### src/rtl/core_pkg.sv
// Shared pipeline types for the RV32I core: result-mux encodings, field widths
// and the control bundle carried through ID/EX and EX/MEM.
// Contents: RES_* encodings, ALU_CTRL_W/REG_IDX_W, ctrl_bundle_t, mask_ctrl().
package core_pkg;

    localparam logic [1:0] RES_ALU = 2'b00;
    localparam logic [1:0] RES_MEM = 2'b01;
    localparam logic [1:0] RES_PC4 = 2'b10;

    localparam int ALU_CTRL_W = 4;
    localparam int REG_IDX_W  = 5;

    typedef struct packed {
        logic                  reg_write;
        logic [1:0]            result_src;
        logic                  mem_write;
        logic                  jump;
        logic                  branch;
        logic [ALU_CTRL_W-1:0] alu_control;
        logic                  alu_src;
        logic [2:0]            funct3;
    } ctrl_bundle_t;

    // An invalid slot must never change architectural state or redirect the PC,
    // so every side-effecting control bit is cleared when valid is low.
    function automatic ctrl_bundle_t mask_ctrl(input ctrl_bundle_t c, input logic valid);
        ctrl_bundle_t m;
        m = c;
        if (!valid) begin
            m.reg_write = 1'b0;
            m.mem_write = 1'b0;
            m.jump      = 1'b0;
            m.branch    = 1'b0;
        end
        return m;
    endfunction

endpackage

### src/rtl/pipe_reg.sv
// Generic pipeline register with hold (en low) and synchronous clear.
// Latency: 1 cycle d->q. Backpressure: en=0 holds q; clr only acts when en=1.
// Ports: clk, rst (sync, active-high), en, clr, d[W-1:0] -> q[W-1:0].
module pipe_reg #(
    parameter int W = 8
) (
    input  logic         clk,
    input  logic         rst,
    input  logic         en,
    input  logic         clr,
    input  logic [W-1:0] d,
    output logic [W-1:0] q
);

    always_ff @(posedge clk) begin
        if (rst) begin
            q <= '0;
        end else if (en) begin
            if (clr) q <= '0;
            else     q <= d;
        end
    end

endmodule

### src/rtl/id_ex_pipe.sv
// ID/EX pipeline register: captures the decoded D bundle and presents it to execute.
// Latency: 1 cycle D->E, all outputs registered. Backpressure: StallE holds E, FlushE loads a bubble.
// Ports: clk/rst, StallE/FlushE/ValidD, D bundle in -> E bundle, ValidE, BubbleCountE, StallCountE.
module id_ex_pipe
    import core_pkg::*;
#(
    parameter int DATA_WIDTH = 32,
    parameter int CNT_WIDTH  = 32
) (
    input  logic                  clk,
    input  logic                  rst,
    input  logic                  StallE,
    input  logic                  FlushE,
    input  logic                  ValidD,
    input  logic [DATA_WIDTH-1:0] RD1D,
    input  logic [DATA_WIDTH-1:0] RD2D,
    input  logic [DATA_WIDTH-1:0] ExtImmD,
    input  logic [DATA_WIDTH-1:0] PCD,
    input  logic [DATA_WIDTH-1:0] PCPlus4D,
    input  logic [REG_IDX_W-1:0]  Rs1D,
    input  logic [REG_IDX_W-1:0]  Rs2D,
    input  logic [REG_IDX_W-1:0]  RdD,
    input  logic                  RegWriteD,
    input  logic                  MemWriteD,
    input  logic                  JumpD,
    input  logic                  BranchD,
    input  logic                  ALUSrcD,
    input  logic [1:0]            ResultSrcD,
    input  logic [ALU_CTRL_W-1:0] ALUControlD,
    input  logic [2:0]            Funct3D,
    output logic [DATA_WIDTH-1:0] RD1E,
    output logic [DATA_WIDTH-1:0] RD2E,
    output logic [DATA_WIDTH-1:0] ExtImmE,
    output logic [DATA_WIDTH-1:0] PCE,
    output logic [DATA_WIDTH-1:0] PCPlus4E,
    output logic [REG_IDX_W-1:0]  Rs1E,
    output logic [REG_IDX_W-1:0]  Rs2E,
    output logic [REG_IDX_W-1:0]  RdE,
    output logic                  RegWriteE,
    output logic                  MemWriteE,
    output logic                  JumpE,
    output logic                  BranchE,
    output logic                  ALUSrcE,
    output logic [1:0]            ResultSrcE,
    output logic [ALU_CTRL_W-1:0] ALUControlE,
    output logic [2:0]            Funct3E,
    output logic                  ValidE,
    output logic [CNT_WIDTH-1:0]  BubbleCountE,
    output logic [CNT_WIDTH-1:0]  StallCountE
);

    localparam int DATA_W = 5 * DATA_WIDTH + 3 * REG_IDX_W;
    localparam int CTRL_W = $bits(ctrl_bundle_t) + 1;

    localparam logic [CNT_WIDTH-1:0] CNT_MAX = '1;
    localparam logic [CNT_WIDTH-1:0] CNT_ONE = {{(CNT_WIDTH-1){1'b0}}, 1'b1};

    logic [DATA_W-1:0] data_d, data_q;
    logic [CTRL_W-1:0] ctrl_reg_d, ctrl_reg_q;
    ctrl_bundle_t      ctrl_d, ctrl_q;
    logic              valid_q;
    logic              bubble_inc;

    // ---------------- data bundle ----------------
    assign data_d = {RD1D, RD2D, ExtImmD, PCD, PCPlus4D, Rs1D, Rs2D, RdD};

    pipe_reg #(.W(DATA_W)) u_data_reg (
        .clk (clk),
        .rst (rst),
        .en  (~StallE),
        .clr (FlushE),
        .d   (data_d),
        .q   (data_q)
    );

    assign {RD1E, RD2E, ExtImmE, PCE, PCPlus4E, Rs1E, Rs2E, RdE} = data_q;

    // ---------------- control bundle + valid ----------------
    assign ctrl_d = '{
        reg_write:   RegWriteD,
        result_src:  ResultSrcD,
        mem_write:   MemWriteD,
        jump:        JumpD,
        branch:      BranchD,
        alu_control: ALUControlD,
        alu_src:     ALUSrcD,
        funct3:      Funct3D
    };

    assign ctrl_reg_d = {mask_ctrl(ctrl_d, ValidD), ValidD};

    pipe_reg #(.W(CTRL_W)) u_ctrl_reg (
        .clk (clk),
        .rst (rst),
        .en  (~StallE),
        .clr (FlushE),
        .d   (ctrl_reg_d),
        .q   (ctrl_reg_q)
    );

    assign {ctrl_q, valid_q} = ctrl_reg_q;

    assign RegWriteE   = ctrl_q.reg_write;
    assign ResultSrcE  = ctrl_q.result_src;
    assign MemWriteE   = ctrl_q.mem_write;
    assign JumpE       = ctrl_q.jump;
    assign BranchE     = ctrl_q.branch;
    assign ALUControlE = ctrl_q.alu_control;
    assign ALUSrcE     = ctrl_q.alu_src;
    assign Funct3E     = ctrl_q.funct3;
    assign ValidE      = valid_q;

    // ---------------- performance counters ----------------
    // A bubble is anything non-real entering E: an explicit flush or an
    // invalid D slot. Gating on !StallE keeps the two counters exclusive.
    assign bubble_inc = !StallE && (FlushE || !ValidD);

    always_ff @(posedge clk) begin
        if (rst) begin
            StallCountE  <= '0;
            BubbleCountE <= '0;
        end else begin
            if (StallE && (StallCountE != CNT_MAX))
                StallCountE <= StallCountE + CNT_ONE;
            if (bubble_inc && (BubbleCountE != CNT_MAX))
                BubbleCountE <= BubbleCountE + CNT_ONE;
        end
    end

endmodule

### config.mk
export PLATFORM = sky130hd
export DESIGN_NAME = id_ex_pipe
export DESIGN_NICKNAME = d
export VERILOG_FILES = /design/src/rtl/core_pkg.sv /design/src/rtl/pipe_reg.sv /design/src/rtl/id_ex_pipe.sv
export SDC_FILE = /design/constraint.sdc
export NUM_CORES = 1
export LEC_CHECK = 0
export BUFFER_PORTS_ARGS = -buffer_cell sky130_fd_sc_hd__clkbuf_2
export CORE_AREA = 2 2 172 174
export DETAILED_ROUTE_END_ITERATION = 12
export DIE_AREA = 0 0 174 176
export PLACE_DENSITY_LB_ADDON = 0.08
export SETUP_SLACK_MARGIN = 0.02
export SYNTH_ARGS = -nofsm -noshare
export SYNTH_HDL_FRONTEND = slang
export SYNTH_SLANG_ARGS = --single-unit
### constraint.sdc
create_clock -name clk -period 3.9 [get_ports clk]
set_clock_uncertainty 0.05 [all_clocks]
set_input_delay 0.975 -clock clk [delete_from_list [all_inputs] [get_ports clk]]
set_output_delay 0.975 -clock clk [all_outputs]
set_load 0.03 [all_outputs]
# After elaboration in Yosys (flattened, before gate mapping)
# Cells that the tools add are included.
# word_totals
reg_bits	254
inputBits	194
output_inout_bits	254
wordCells	18
# op_classes
add_sub_neg	2
n_eq_ne	2
muxes	4
n_reduce_logical	6
# ops
cell	count
175-bit two-way mux	1
32-bit by 1-bit adder with 32-bit output (second input constant)	2
32-bit != test (second input constant)	2
15-bit two-way mux	1
1-bit logical AND	3
3-bit two-way mux	1
1-bit zero test	2
1-bit logical OR	1
1-bit two-way mux	1

# Longest topological paths before layout
# depth
depth_word	4
depth_mapped	8
depth_no_buf	6

# By module
# A second synthesis with hierarchy kept.
# hier_totals
cells_unflattened	1250
area_unflattened_um2	11657.4
# modules_own_cells
module	n_inst	cells_per_inst	area_each_um2	seq_area_each_um2
pipe_reg (u_data_reg)	1	777	7619.8	3503.4
id_ex_pipe	1	408	3424.5	1281.2
pipe_reg (u_ctrl_reg)	1	65	613.1	300.3

# Worst setup path before layout
# No wires, ideal clock.
# synth_path
kind	input-to-reg
start	in ValidD
end	reg BubbleCountE[28]
setup_ns	0.071
arrival_time_ns	2.784
required_time_ns	3.779
slack_ns	0.996
path_stages	7
path_cell_list	nor2b_1 > buf_6 > or4_1 > buf_2 > or4_1 > or3_1 > a21oi_1
# synth_between
elab_chain_len	4
# synth_lines
element	line_no	text
from (decl)	id_ex_pipe.sv:14	input logic ValidD,
1-bit zero test	id_ex_pipe.sv:116	assign bubble_inc = !StallE && (FlushE || !ValidD);
1-bit logical OR	id_ex_pipe.sv:116	
1-bit logical AND	id_ex_pipe.sv:116	
1-bit logical AND	id_ex_pipe.sv:125	if (bubble_inc && (BubbleCountE != CNT_MAX))
to (signal assigned)	id_ex_pipe.sv:126	BubbleCountE <= BubbleCountE + CNT_ONE;
to (decl)	id_ex_pipe.sv:48	output logic [CNT_WIDTH-1:0] BubbleCountE,
# No other way between the ends.
# A chain may end at the register's enable or synchronous reset.

# Worst setup path in the final report
# layout_path
start	reg BubbleCountE[0]
end	reg BubbleCountE[15]
# layout_between
elab_chain_len	2
# layout_lines
element
branches (longest 2 deep; another with 32-bit by 1-bit adder with 32-bit output)
# Parallel ways; which one is timed is not known.

==> results.sh <==
export IMPL_hold_viol=0
export IMPL_num_vias=9355
export IMPL_synth_cells=1039
export IMPL_die_h_um=176
export IMPL_required_ps=4270
export IMPL_cts_resized=0
export IMPL_design_die_area_mm2=0.0306
export IMPL_hold_class="flip-flop to flip-flop"
export IMPL_ys_flop_type="dfxtp_1"
export IMPL_drc_errors=0
export IMPL_tritoncts="yes"
export IMPL_firstDrtPassIters=5
export IMPL_yosysWarnings=0
export IMPL_synth_seq_cells=254
export IMPL_ios=448
export IMPL_drive_gt1_frac=0.355
export IMPL_ant_nets=0
export IMPL_fmax_mhz=346
export IMPL_worstSetupEndpointType="flip-flop"
export IMPL_cts_setup_buffers=0
export IMPL_coreArea_mm2=0.0285
export IMPL_powerDensity_mw_per_mm2=463
export IMPL_status="complete, no violations"
export IMPL_setup_tns_ps=0
export IMPL_finalCritPeriodShare=0.742
export IMPL_syn_num_nets=1235
export IMPL_syn2layout_area_growth_pct=37.0
export IMPL_wl_per_cell_um=17.6
export IMPL_nFillCells=2920
export IMPL_leakagePower_nw=5.66
export IMPL_crit_type="flip-flop to flip-flop"
export IMPL_p_total_w=0.00599
export IMPL_grt_overflow=0
export IMPL_dpl_cell_count=1804
export IMPL_nets=1647
export IMPL_avgViaCountPerCell=5.04
export IMPL_tightest_slew_ps=1030
export IMPL_whs_ps=416
export IMPL_clkLatencyLatePin_ps=530
export IMPL_grtUsageTotal=0.202
export IMPL_holdPathStages=2
export IMPL_n_antenna_cell=0
export IMPL_ys_async_sr_fraction=0
export IMPL_hp_start="u_ctrl_reg.q[0]"
export IMPL_synth_top_area_frac=0.539
export IMPL_ctsLongestPathBuffers=3
export IMPL_drv_cap=0
export IMPL_dpl_hpwl_mm=22.9
export IMPL_worstReg2RegEnd="BubbleCountE[15]"
export IMPL_syn_area_mm2=0.00944
export IMPL_grt_pass1_wl_mm=50.2
export IMPL_synth_top_area_cell="dfxtp_1"
export IMPL_synth_area_top_cells="dfxtp_1 54%, a22oi_1 15%, nor2_1 8.7%"
export IMPL_first_iter_violations=605
export IMPL_routed_wl_mm=32.7
export IMPL_setup_violations=0
export IMPL_cts_root_buf="clkbuf_16"
export IMPL_synth_distinct_cells=42
export IMPL_initial_core_util=0.331
export IMPL_fin_crit_ps=2890
export IMPL_syn_avg_cell_area_um2=9.09
export IMPL_cts_sinks=254
export IMPL_port_buffers=447
export IMPL_ff_latch_area_mm2=0.00508
export IMPL_vdd_ir_drop_max_v=0.000344
export IMPL_grt_max_degree=151
export IMPL_fp_dieW_um=174
export IMPL_startpoint_type="flip-flop"
export IMPL_rsz0062_at_grt="false"
export IMPL_stdcell_count=1855
export IMPL_whs_endpoint="u_ctrl_reg.q[0]"
export IMPL_cts_clk_slew_worst_paths_ps=60
export IMPL_synth_edff_count=0
export IMPL_place_area_mm2=0.0120
export IMPL_row_count=62
export IMPL_max_slew_margin=0.312
export IMPL_cp_data_arrival_time_ps=3260
export IMPL_r2r_start="BubbleCountE[0]"
export IMPL_grt_pass1_vias=8879
export IMPL_cts_hold_buf=0
export IMPL_ys_seq_area_frac=0.539
export IMPL_antenna_found_initial=1
export IMPL_final_area_mm2=0.0129
export IMPL_regToRegSetupSlack_ps=1010
export IMPL_cp_max_fo=13
export IMPL_multiInputGateArea_mm2=0.00402
export IMPL_gp_congestion=0.795
export IMPL_htreeDepth=1
export IMPL_slew_violations=0
export IMPL_cts_buffers=29
export IMPL_worstRegToRegCells=6
synth_stat cells, types with 5 or more instances:
cell      number
a21oi_1       46
a22oi_1      184
and2_1         7
and4_1         5
clkbuf_1      74
dfxtp_1      254
inv_1         11
mux2_2         5
nand2_1       27
nand3_1       25
nand4_1       20
nor2_1       220
nor2b_1       10
nor3_1         7
o21ai_0       34
o31ai_1        7
or3_1         30
or4_1         12
xnor2_1        8
xor2_1         5
worst max-delay path, stage by stage (launching register included):
cell and delay [ps]:
dfxtp_1 400, ha_1 200, nand4_1 180, or4_1 740, nor4_2 790, nor3_1 110, mux2_2 310
area by class of cell:
type,instances,share of cell area
Clock buffer,46,0.0688
Clock inverter,5,0.00406
Inverter,11,0.00319
Multi-Input combinational cell,696,0.311
Sequential cell,254,0.393
Tap cell,384,0.0371
Timing Repair Buffer,459,0.183
state kept, by name, indices dropped and copies added (netlist names):
signal	flops
u_data_reg.q	175
BubbleCountE	32
StallCountE	32
u_ctrl_reg.q	15
layer usage:
layer | routed length [µm] | up-vias | track usage
met3 | 2550 | 47 | 0.0592
met1 | 13500 | 4408 | 0.248
met4 | 633 | 2 | 0.0518
met5 | 16 | - | 0
li1 | - | 4585 | -
met2 | 16000 | 313 | 0.349
per-stage QoR:
| stage | util | worst slack, ps |
|---|---|---|
| floorplan | - | 996 |
| global placement | 0.420 | 792 |
| detailed placement | 0.420 | 791 |
| CTS | 0.453 | 1010 |
| global route | 0.453 | 831 |
| finish | 0.453 | 1010 |
where the power goes:
group | switching (W) | total (W) | internal (W)
Clock | 0.00107 | 0.00268 | 0.00161
Combinational | 0.000389 | 0.000589 | 0.000201
Sequential | 0.0000461 | 0.00272 | 0.00267
cell usage in the layout (no fill, tap or decap), types with 12 or more instances in the layout:
cell       count
a21oi_1       46
a22oi_1      184
clkbuf_16     29
clkbuf_2     445
dfxtp_1      254
nand2_1       27
nand3_1       25
nand4_1       20
nor2_1       219
o21ai_0       34
or3_1         30
or4_1         12
kinds of logic after synthesis:
kind of cell | Yosys count | share of synthesized area
AO/OA/AOI/OAI | 289 | 0.211
XOR/XNOR | 13 | 0.0121
adder cells (fa/ha/maj) | 2 | 0.00265
buffers and inverters | 89 | 0.0366
flip-flops | 254 | 0.539
multiplexers | 8 | 0.00914
AND/OR/NAND/NOR | 384 | 0.190
how the worst max path moves through the flow:
| stage | end | cells after the start | slack (ps) | start |
|---|---|---|---|---|
| 3_3_place_gp | BubbleCountE[28] | 7 | 790 | ValidD |
| 6_report | BubbleCountE[15] | 6 | 1010 | BubbleCountE[0] |
| 2_1_floorplan | BubbleCountE[28] | 7 | 1000 | ValidD |
| 5_1_grt | BubbleCountE[15] | 6 | 830 | BubbleCountE[0] |
| 3_5_place_dp | BubbleCountE[28] | 7 | 790 | ValidD |
| 4_1_cts | BubbleCountE[15] | 6 | 1010 | BubbleCountE[0] |
(Power assumes the default switching activity.)
